===== src/rtl/alu_ctrl_pkg.sv =====
// Shared types and constants for the ALU arbiter and its datapath.
// Opcode encodings match the existing combinational ALU.
package alu_ctrl_pkg;

  localparam int DW = 8;

  typedef enum logic [1:0] {
    IDLE,
    EXEC,
    RESP
  } state_t;

  localparam logic [2:0] OP_INV = 3'b000;
  localparam logic [2:0] OP_OR  = 3'b001;
  localparam logic [2:0] OP_XOR = 3'b010;
  localparam logic [2:0] OP_AND = 3'b011;
  localparam logic [2:0] OP_MUL = 3'b100;
  localparam logic [2:0] OP_ADD = 3'b101;
  localparam logic [2:0] OP_SUB = 3'b110;
  localparam logic [2:0] OP_NOP = 3'b111;

endpackage


===== src/rtl/alu_arbiter_alu.sv =====
// Combinational 8-bit ALU shared by both requesters.
// All results are truncated to DW bits.
module alu_arbiter_alu
  import alu_ctrl_pkg::*;
(
  input  logic [DW-1:0] a,
  input  logic [DW-1:0] b,
  input  logic [2:0]    op,
  output logic [DW-1:0] y
);

  always_comb begin
    y = '0;
    case (op)
      OP_INV:  y = ~a;
      OP_OR:   y = a | b;
      OP_XOR:  y = a ^ b;
      OP_AND:  y = a & b;
      OP_MUL:  y = a * b;
      OP_ADD:  y = a + b;
      OP_SUB:  y = a - b;
      default: y = '0;
    endcase
  end

endmodule


===== src/rtl/alu_arbiter.sv =====
// Round-robin sequencer sharing one ALU between two requesters.
// One operation in flight: IDLE -> EXEC -> RESP -> IDLE.
module alu_arbiter
  import alu_ctrl_pkg::*;
#(
  parameter int CNT_W       = 8,
  parameter bit FIRST_GRANT = 1'b0
) (
  input  logic             clk,
  input  logic             reset,
  input  logic             req0_valid,
  output logic             req0_ready,
  input  logic [DW-1:0]    req0_a,
  input  logic [DW-1:0]    req0_b,
  input  logic [2:0]       req0_op,
  output logic             resp0_valid,
  input  logic             resp0_ready,
  output logic [DW-1:0]    resp0_data,
  input  logic             req1_valid,
  output logic             req1_ready,
  input  logic [DW-1:0]    req1_a,
  input  logic [DW-1:0]    req1_b,
  input  logic [2:0]       req1_op,
  output logic             resp1_valid,
  input  logic             resp1_ready,
  output logic [DW-1:0]    resp1_data,
  output logic             busy,
  output logic [CNT_W-1:0] op_count
);

  state_t        state_q;
  state_t        state_d;
  logic [DW-1:0] a_q;
  logic [DW-1:0] b_q;
  logic [2:0]    op_q;
  logic          idx_q;
  logic          rr_last;
  logic          grant;
  logic          accept;
  logic          resp_fire;
  logic [DW-1:0] alu_y;

  // Tie goes to the requester that was not served last
  always_comb begin
    grant = 1'b0;
    if (req0_valid && req1_valid) grant = ~rr_last;
    else if (req1_valid)          grant = 1'b1;
  end

  assign req0_ready = (state_q == IDLE) && req0_valid && !grant;
  assign req1_ready = (state_q == IDLE) && req1_valid && grant;
  assign accept     = req0_ready || req1_ready;

  assign resp0_valid = (state_q == RESP) && !idx_q;
  assign resp1_valid = (state_q == RESP) && idx_q;
  assign resp_fire   = idx_q ? resp1_ready : resp0_ready;

  assign busy = (state_q != IDLE);

  alu_arbiter_alu u_alu (
    .a  (a_q),
    .b  (b_q),
    .op (op_q),
    .y  (alu_y)
  );

  always_comb begin
    state_d = state_q;
    case (state_q)
      IDLE:    if (accept) state_d = EXEC;
      EXEC:    state_d = RESP;
      RESP:    if (resp_fire) state_d = IDLE;
      default: state_d = IDLE;
    endcase
  end

  always_ff @(posedge clk or posedge reset) begin
    if (reset) begin
      state_q    <= IDLE;
      a_q        <= '0;
      b_q        <= '0;
      op_q       <= '0;
      idx_q      <= 1'b0;
      rr_last    <= ~FIRST_GRANT;
      op_count   <= '0;
      resp0_data <= '0;
      resp1_data <= '0;
    end else begin
      state_q <= state_d;
      if (state_q == IDLE && accept) begin
        a_q   <= grant ? req1_a  : req0_a;
        b_q   <= grant ? req1_b  : req0_b;
        op_q  <= grant ? req1_op : req0_op;
        idx_q <= grant;
      end
      // The idle requester's data register keeps its last result
      if (state_q == EXEC) begin
        if (idx_q) resp1_data <= alu_y;
        else       resp0_data <= alu_y;
      end
      if (state_q == RESP && resp_fire) begin
        rr_last  <= idx_q;
        op_count <= op_count + CNT_W'(1);
      end
    end
  end

endmodule


===== config.mk =====
export PLATFORM = sky130hd
export DESIGN_NAME = alu_arbiter
export DESIGN_NICKNAME = d
export VERILOG_FILES = /design/src/rtl/alu_ctrl_pkg.sv /design/src/rtl/alu_arbiter_alu.sv /design/src/rtl/alu_arbiter.sv
export SDC_FILE = /design/constraint.sdc
export NUM_CORES = 1
export LEC_CHECK = 0
export BUFFER_PORTS_ARGS = -buffer_cell sky130_fd_sc_hd__buf_2
export CAP_MARGIN = 25
export CORE_MARGIN = 10
export CORE_UTILIZATION = 47
export DETAILED_ROUTE_END_ITERATION = 16
export GPL_TIMING_DRIVEN = 0
export PLACE_DENSITY = 0.65
export RECOVER_POWER = 25
export SKIP_CTS_REPAIR_TIMING = 1
export SLEW_MARGIN = 5
export SYNTH_ARGS = -nofsm -noshare
export SYNTH_HDL_FRONTEND = slang
export SYNTH_SLANG_ARGS = --single-unit
export TNS_END_PERCENT = 20

===== constraint.sdc =====
create_clock -name clk -period 11.9 [get_ports clk]
set_input_delay 0 -clock clk [delete_from_list [all_inputs] [get_ports clk]]
set_output_delay 0 -clock clk [all_outputs]
set_load 0.01 [all_outputs]

==> out/results.tsv <==
metric	value	unit
Final Cell Area	4630	um^2
relative slew slack	-3.74	%
vias after detailed routing	3388	
setup TNS	0	ns
Max Cap Viol	1	
vias in the first global route	3535	
worst skew pair latency	0.30	ns
met3 Use GR	2.77	%
Worst path slowest cell	fa_1	
Yosys cell types	55	
initial antenna violation count	0	
run status	finished with violations	
initial core utilization	48.6	%
deepest clock path buffer count	2	
Die Width	112	um
root buf cell	clkbuf_8	
pin count of the biggest net entering global routing	31	
DIE HEIGHT	112	um
first-pass GRT wire length	17000	um
CTS buffer count	5	
Routed Antenna Nets	0	
violated checks	capacitance limit, slew limit	
GP Congestion	0.951	
Critical Path AT	4.90	ns
RSZ-0062 raised after global routing	no	
Post-synth top flop	dfrtp_1	
count of final setup violators	0	
Synth area leader	dfrtp_1	
Slew Limit Fails	31	
Critical Path Max Stage Delay	0.54	ns
Hold Violations, Final	0	
Top Ports	73	
Core Box Area	8260	um^2
row cnt	33	
Residual DRC	0	
GR peak layer	met2	
Period Utilization, post-route	39.7	%
Global Route met2 Usage	26.2	%
number of synthesized register bits	47	
CP bufs+invs	4	
worst slew pin tran	1.56	ns
Port Buffers	72	
cells taking the most area after synthesis	dfrtp_1 (29%), ha_1 (13%), fa_1 (6.5%)	
Die ar.	12600	um^2
FMAX	0.211	GHz
drt total wl	10100	um
Worst Setup End Kind	flip-flop	
Overflow after GRT	0	
met1 Usage GRT	21.0	%
worst path cell trace	clkbuf_1 -> nand2_1 -> fa_1 -> fa_1 -> inv_1 -> fa_1 -> inv_1 -> fa_1 -> inv_1 -> ha_1 -> a21oi_1 -> xnor3_1 -> xnor3_1 -> a31oi_1 -> a31oi_1	
area grow syn2layout	15.2	%
Startpoint Class	flip-flop	
Hold Path Class	in2reg	
DRT Pass-1 Iters	4	
DRT iter0 DRCs	139	
Nets	640	
Clock Skews	0.0161	ns
WL per Instance	15.6	um
Synth top area share	28.7	%
Post-synth EDFFs	0	
CP Class	reg2reg	
Final min period	4.73	ns
sequential area share after synthesis	29.3	%
share of cells above drive strength 1	17.5	%
H-tree Lvls	2	
CTS tree	yes	
HPWL after detailed placement	8230	um
gr usage total	15.9	%
Top delay family on crit path	adder cells	
FFs w/ async S/R, synth	100	%
Yosys warnings	0	
post-DR vias/cell	5.23	
DP Area	4530	um^2
syn nets	558	
Worst Path Max Fanout	8	
Synth Cell Area	4020	um^2
CP Data Required Time	12.07	ns
Antenna Cells	0	
Clock transition at path regs	0.09	ns
Avg Cell Area, Syn	8.73	um^2
Mapped Cells	460	
most used cell, CP	fa_1	
CTS Sinks	47	
final cells by class:
type                       instances  area, um^2
clock inverter                     2        13.8
inverter                          53         199
buffer                            22        95.1
timing repair buffer              75         384
fill                             788        3630
clock buffer                       6        82.6
tap                              105         131
multi-input combinational        338        2540
sequential                        47        1180
registers in the layout, indices dropped and copies added, names as in the netlist:
register / flops
rr_last: 1
a_q: 8
resp1_data: 8
op_q: 3
idx_q: 1
b_q: 8
resp0_data: 8
op_count: 8
state_q: 2
through the flow:
stage	worst slack [ns]	hold slack (ns)	cells	utilization [%]
after floorplan	7.70	0.0900	460	-
after global placement	7.14	0.237	637	54.6
after detailed placement	7.13	0.0151	638	54.8
after CTS	7.13	-0.310	646	56.0
after global routing	6.93	0.0272	648	56.0
final	7.17	0.00298	648	56.0
Yosys cell counts, types with 4 or more instances:
cell type,instances
mux2i_1,21
nand2b_1,5
nor3_1,5
buf_1,6
o21ai_0,25
xor2_1,9
a31oi_1,6
inv_1,52
fa_1,13
xnor2_1,18
a21oi_1,29
ha_1,41
nor2b_1,5
dfrtp_1,46
o21a_1,6
nor2_1,60
clkbuf_1,11
nand2_1,41
nand3_1,4
a211oi_1,8
placed cells by master (no fill, tap or decap), drive strengths merged, types with 2 or more instances in the layout:
master	synthesis	routed
fa	13	13
mux2	3	3
o31ai	2	2
nor2b	5	5
nor3	5	5
a211oi	8	8
o21a	6	6
buf	10	82
o21ai	25	25
xnor3	2	2
dfrtp	46	46
a21o	2	2
o311ai	3	3
a31oi	6	6
and4	2	2
nor2	60	60
mux4	3	3
nor4b	2	2
ha	41	41
mux2i	21	21
clkbuf	12	19
xnor2	19	19
inv	52	53
nand2b	5	5
dlygate4sd3	0	2
a21oi	29	29
clkinv	1	2
xor2	9	9
nand2	43	43
nand3	4	4
final timing paths:
kind                           start       endpoint  slack (ns)  cells after the start
min                        req0_a[3]         a_q[3]       0.003                      3
max in group asynchronous      reset         a_q[6]        9.68                      4
max reg2reg                   b_q[4]  resp0_data[7]        7.17                     15
min reg2reg                  rr_last        rr_last        0.47                      2
max                           b_q[4]  resp0_data[7]        7.17                     15
min in group asynchronous      reset  resp1_data[0]        0.35                      3
worst reg2reg max path, delay by kind of cell, from the launching register on:
| kind | cells | cell delay, ns |
|---|---|---|
| buf+inv | 4 | 0.46 |
| fa+ha+maj | 5 | 2.33 |
| xor+xnor | 2 | 0.64 |
| simple gates | 1 | 0.14 |
| flops | 1 | 0.35 |
| compound gates | 3 | 0.69 |
per-layer routing:
layer | up-vias | share of wire, %
li1 | 1701 | -
met4 | 0 | 1.1
met2 | 81 | 48
met1 | 1597 | 47
met5 | - | 0
met3 | 9 | 4.2
kinds of logic (layout without fill, tap and decap cells):
| logic type | count (synthesis) | count (layout) | share of synthesized area (%) |
|---|---|---|---|
| multiplexers | 27 | 27 | 7.76 |
| AO/OA/AOI/OAI | 91 | 91 | 13.8 |
| adder cells (fa/ha/maj) | 54 | 54 | 19.3 |
| XOR/XNOR | 30 | 30 | 7.41 |
| flip-flops | 47 | 47 | 29.3 |
| AND/OR/NAND/NOR | 136 | 136 | 15.2 |
| buffers and inverters | 75 | 158 | 7.32 |
Power is left out: the tool's default activity adds up to more than one toggle a clock period on the data nets, which glitch-free logic cannot reach.
